### config.mk
export PLATFORM = sky130hd
export DESIGN_NAME = tdc_meas_stats
export DESIGN_NICKNAME = d
export VERILOG_FILES = /design/src/rtl/tdc_pkg.sv /design/src/rtl/tdc_minmax_track.sv /design/src/rtl/tdc_meas_stats.sv
export SDC_FILE = /design/constraint.sdc
export NUM_CORES = 1
export LEC_CHECK = 0
export BUFFER_PORTS_ARGS = -buffer_cell sky130_fd_sc_hd__buf_2
export CORE_ASPECT_RATIO = 0.5
export CORE_MARGIN = 5
export CORE_UTILIZATION = 64
export DETAILED_ROUTE_END_ITERATION = 7
export PLACE_DENSITY = 0.94
export SETUP_SLACK_MARGIN = 0.02
export SYNTH_ARGS = -nofsm -noshare
export SYNTH_HDL_FRONTEND = slang
export SYNTH_SLANG_ARGS = --single-unit
### constraint.sdc
create_clock -name clk_100m -period 4.84 [get_ports clk_100m]
set_input_delay 0.484 -clock clk_100m [delete_from_list [all_inputs] [get_ports clk_100m]]
set_output_delay 0.484 -clock clk_100m [all_outputs]
set_load 0.05 [all_outputs]
### src/rtl/tdc_pkg.sv
// tdc_pkg: widths and defaults shared by the TDC core, the statistics stage and the top level.
package tdc_pkg;
   localparam int TDC_MEAS_W = 40;
   localparam int TDC_LOG2_N = 4;
   localparam int TDC_ACC_W  = TDC_MEAS_W + TDC_LOG2_N;

   // Sized so that a full window of all-ones samples cannot overflow.
   function automatic int acc_w(input int meas_w, input int log2_n);
      return meas_w + log2_n;
   endfunction
endpackage

### src/rtl/tdc_minmax_track.sv
// tdc_minmax_track: running unsigned min/max of a sample stream.
// The next values are exposed so the parent can capture a window result that includes the current sample.
module tdc_minmax_track import tdc_pkg::*; #(
   parameter int W = TDC_MEAS_W
) (
   input  logic         clk_100m,
   input  logic         rst_n,
   input  logic         i_load,
   input  logic         i_upd,
   input  logic [W-1:0] i_d,
   output logic [W-1:0] o_min_nxt,
   output logic [W-1:0] o_max_nxt
);
   logic [W-1:0] r_min, r_max;

   always_comb begin
      o_min_nxt = i_load ? i_d : (i_d < r_min ? i_d : r_min);
      o_max_nxt = i_load ? i_d : (i_d > r_max ? i_d : r_max);
   end

   always_ff @(posedge clk_100m or negedge rst_n) begin
      if (!rst_n) begin
         r_min <= '0;
         r_max <= '0;
      end else if (i_load || i_upd) begin
         r_min <= o_min_nxt;
         r_max <= o_max_nxt;
      end
   end
endmodule

### src/rtl/tdc_meas_stats.sv
// tdc_meas_stats: windowed mean/min/max over 2^LOG2_N TDC samples, emitted over valid/ready.
// A result not accepted before the next window completes is overwritten and counted in drop_cnt.
module tdc_meas_stats import tdc_pkg::*; #(
   parameter int MEAS_W = TDC_MEAS_W,
   parameter int LOG2_N = TDC_LOG2_N,
   parameter int DROP_W = 16
) (
   input  logic              clk_100m,
   input  logic              rst_n,
   input  logic [MEAS_W-1:0] meas_in,
   input  logic              meas_valid,
   input  logic              clear,
   output logic [MEAS_W-1:0] avg_out,
   output logic [MEAS_W-1:0] min_out,
   output logic [MEAS_W-1:0] max_out,
   output logic              out_valid,
   input  logic              out_ready,
   output logic [LOG2_N-1:0] fill,
   output logic [DROP_W-1:0] drop_cnt
);
   localparam int ACC_W = acc_w(MEAS_W, LOG2_N);
   localparam logic [LOG2_N-1:0] LAST = '1;

   logic [ACC_W-1:0]  r_acc, w_acc_nxt;
   logic [MEAS_W-1:0] w_min_nxt, w_max_nxt;
   logic              w_take, w_first, w_done;

   always_comb begin
      w_take    = meas_valid && !clear;
      w_first   = fill == '0;
      w_done    = w_take && fill == LAST;
      w_acc_nxt = w_first ? ACC_W'(meas_in) : r_acc + ACC_W'(meas_in);
   end

   tdc_minmax_track #(.W(MEAS_W)) u_minmax (
      .clk_100m  (clk_100m),
      .rst_n     (rst_n),
      .i_load    (w_take && w_first),
      .i_upd     (w_take && !w_first),
      .i_d       (meas_in),
      .o_min_nxt (w_min_nxt),
      .o_max_nxt (w_max_nxt)
   );

   always_ff @(posedge clk_100m or negedge rst_n) begin
      if (!rst_n) begin
         r_acc     <= '0;
         fill      <= '0;
         avg_out   <= '0;
         min_out   <= '0;
         max_out   <= '0;
         out_valid <= 1'b0;
         drop_cnt  <= '0;
      end else begin
         if (clear) begin
            fill <= '0;
         end else if (meas_valid) begin
            fill  <= fill + 1'b1;
            r_acc <= w_acc_nxt;
         end
         // A completion always wins over acceptance; only an unaccepted old result counts as dropped.
         if (w_done) begin
            avg_out   <= w_acc_nxt[ACC_W-1:LOG2_N];
            min_out   <= w_min_nxt;
            max_out   <= w_max_nxt;
            out_valid <= 1'b1;
            if (out_valid && !out_ready && drop_cnt != '1) drop_cnt <= drop_cnt + 1'b1;
         end else if (out_ready) begin
            out_valid <= 1'b0;
         end
      end
   end
endmodule

==> flow_summary.yaml <==
clocking:
  clock_sinks: 265
  postCtsHoldBufs: 1
  h-tree-depth: 1
  clk_path_buf_depth: 3
  cts_root_buf: "clkbuf_16"
  cts.repair.resized: 0
  clk_pin_slew_ps: 70
  cts_tree: "built"
  cts_buffers: 25
  clock_latency_ps: 550
  cts_setup_buffers: 0
sta:
  setup_viol: 0
  fmaxAchievable_ghz: 0.2468
  tns_ps: 0
  fin_skew_ps: 9.333
  tightestPinTransition_ps: 1158
  min_period_ps: 4052
  hold_ws_ps: 168.7
  worst_slack_ps: 788.1
  slew_viol_final: 0
  period_share_pct: 83.72
  hold_viol: 0
  slew_headroom_pct: 22.81
  rsz0062_at_grt: "no"
worst_setup_path:
  crit_family: "compound AO/OA/AOI/OAI gates"
  slowest_delay_ps: 930
  cp.buffers_inverters: 1
  crit_fanout: 40
  crit_required_ps: 5260
  crit_top_cell: "a21o_1"
  arrival_ps: 4470
  end_kind: "register"
  cp_cell_sequence: "inv_1, ha_1, a21o_1, a21o_1, a21oi_1, o21ai_0, a211oi_1, o31ai_1, a211oi_4, o21a_2, mux2_1"
  critPathLaunchType: "register"
  crit_type: "reg -> reg"
  cp_slowest_cell: "o21a_2"
grt:
  grt_pass1_vias: 13190
  overflow: 0
  antenna_found_initial: 0
  grt_start_max_net_pins: 121
  grtUsageTotal_pct: 30.25
  grt_pass1_wl_um: 68840
logic_synthesis:
  ys_ff_latch: 265
  synthAdderAreaFrac_pct: 9.932
  ys_seq_area_share_pct: 42.59
  yosysUniqueCellTypes: 68
  yosys_warnings: 0
  ys.flop_type: "dfrtp_1"
  synthArstFlopShare_pct: 100.0
  synth_compound_area_share_pct: 18.77
  yosys.area_share.xor_xnor_pct: 3.037
  syn_area_per_cell_um2: 9.472
  synthesis.nets: 1812
  syn_area_um2: 15570
  synthMuxAreaShare_pct: 9.120
  syn_inst: 1644
  synth_edf_count: 0
  synth_top_family_by_area: "compound AO/OA/AOI/OAI gates"
  synth-simple-area-share_pct: 11.84
pwr:
  powerDensity_nw_per_um2: 470.9
  leakage_nw: 8.777
  ir_worst_vdd_v: 0.0002546
routing:
  drt_iter0_drc: 1515
  routed_wirelength_um: 42270
  routed_via_density: 6.307
  wl_per_cell_um: 19.98
  ant_nets: 0
  drt_pass1_iterations: 5
  drcViolationCount: 0
  num_vias: 13340
run_status:
  status: "finished, final reports clean"
placed_design:
  portBuffers: 185
  hpwlAfterDp_um: 29220
  place_ws_ps: 770.9
  gp_congestion: 0.9352
final_layout:
  layout_commonest_cell: "dfrtp_1"
  antennaDiodeCount: 0
  final_nets: 1950
  syn_to_final_growth_pct: 12.58
  most-common-layout-cells: "265 x dfrtp_1, 188 x o21ai_0, 184 x buf_2, 164 x nand2_1, 122 x ha_1"
  layout-drive-gt1-share_pct: 16.78
die:
  ios: 186
  die_area_um2: 27740
  core_um2: 23970
  initial_core_util_pct: 64.95
  num_rows: 40
  die_h_um: 120.3
  die_w_um: 230.6
job:
  drv_cap: 0
hold_path:
  hold_class: "in -> reg"
==> registers in the layout, indices dropped and copies added (netlist names) <==
signal and count:
fill 4, out_valid 1, u_minmax.r_min 40, min_out 40
avg_out 40, drop_cnt 16, max_out 40, u_minmax.r_max 40
r_acc 44
==> final timing paths <==
path / end / start / slack (ps) / cells past startpoint
worst max-delay path: u_minmax.r_min[9] / u_minmax.r_min[21] / 790 / 11
worst min-delay path: fill[0] / clear / 170 / 2
worst max register to register: u_minmax.r_min[9] / u_minmax.r_min[21] / 790 / 11
worst min register to register: avg_out[12] / avg_out[12] / 470 / 2
max in group asynchronous: r_acc[3] / rst_n / 3160 / 3
min in group asynchronous: max_out[7] / rst_n / 520 / 2
==> cell families (layout without fill, tap and decap cells) <==
| family | count (synthesis) | in the layout |
|---|---|---|
| multiplexers | 132 | 132 |
| XOR/XNOR | 54 | 54 |
| AND/OR/NAND/NOR | 401 | 401 |
| AO/OA/AOI/OAI | 481 | 481 |
| buffers and inverters | 188 | 344 |
| adder cells (fa/ha/maj) | 123 | 123 |
| flip-flops | 265 | 265 |
==> cell usage after synthesis (4+ instances only) <==
cell	number	area, um^2
or2_2	4	25.02
or3_1	6	37.54
nand4_1	30	187.7
a21boi_0	4	30.03
a21oi_1	94	470.5
nor2b_1	5	31.28
mux2i_1	53	530.5
o211ai_1	41	307.8
and2_1	6	37.54
ha_1	122	1526
o21ai_0	188	940.9
o21bai_1	9	67.56
clkbuf_1	72	270.3
nor3_1	23	115.1
o21a_1	7	52.55
nor4_1	4	25.02
and3_1	18	112.6
nand2_1	164	615.6
nand2b_1	9	56.30
nor2_1	96	360.4
a21o_1	55	412.9
a211oi_1	5	37.54
buf_2	8	40.04
dfrtp_1	265	6631
nand3_1	22	110.1
buf_4	5	37.54
mux2_1	39	439.2
inv_1	98	367.9
xnor2_1	32	280.3
buf_1	5	18.77
mux2_2	40	450.4
xor2_1	22	192.7
a31oi_1	48	300.3
==> per-layer routing <==
| metal | global-route usage, % | wire length [um] | vias to the layer above |
|---|---|---|---|
| met3 | 4.904 | 3092 | 121 |
| met1 | 40.16 | 17480 | 6410 |
| li1 | - | - | 6143 |
| met2 | 50.78 | 20120 | 665 |
| met5 | 0 | 0 | - |
| met4 | 11.19 | 1576 | 0 |
==> report_power, final <==
part	internal (mW)	total, mW	switching [mW]
registers	2.61	2.92	0.304
clock network	1.15	2.02	0.878
logic	1.31	3.31	2.00
==> area by class of cell <==
| cell class | instances | area [um^2] |
|---|---|---|
| fill | 1616 | 6444 |
| tap | 315 | 394.1 |
| inverter | 98 | 367.9 |
| sequential | 265 | 6631 |
| timing repair buffer | 201 | 1071 |
| clock inverter | 11 | 138.9 |
| clock buffer | 34 | 679.4 |
| multi-input combinational | 1191 | 8247 |
==> metrics by stage <==
| step | cells | utilization (%) | area [um^2] | power [mW] |
|---|---|---|---|---|
| 2_1_floorplan | 1644 | - | 15570 | 5.287 |
| 3_3_place_gp | 2069 | 69.67 | 16700 | 5.956 |
| 3_5_place_dp | 2069 | 69.67 | 16700 | 6.137 |
| 4_1_cts | 2115 | 73.12 | 17530 | 8.204 |
| 5_1_grt | 2115 | 73.12 | 17530 | 8.761 |
| 6_report | 2115 | 73.12 | 17530 | 8.255 |
No activity file was read; power rests on OpenSTA's default activity.
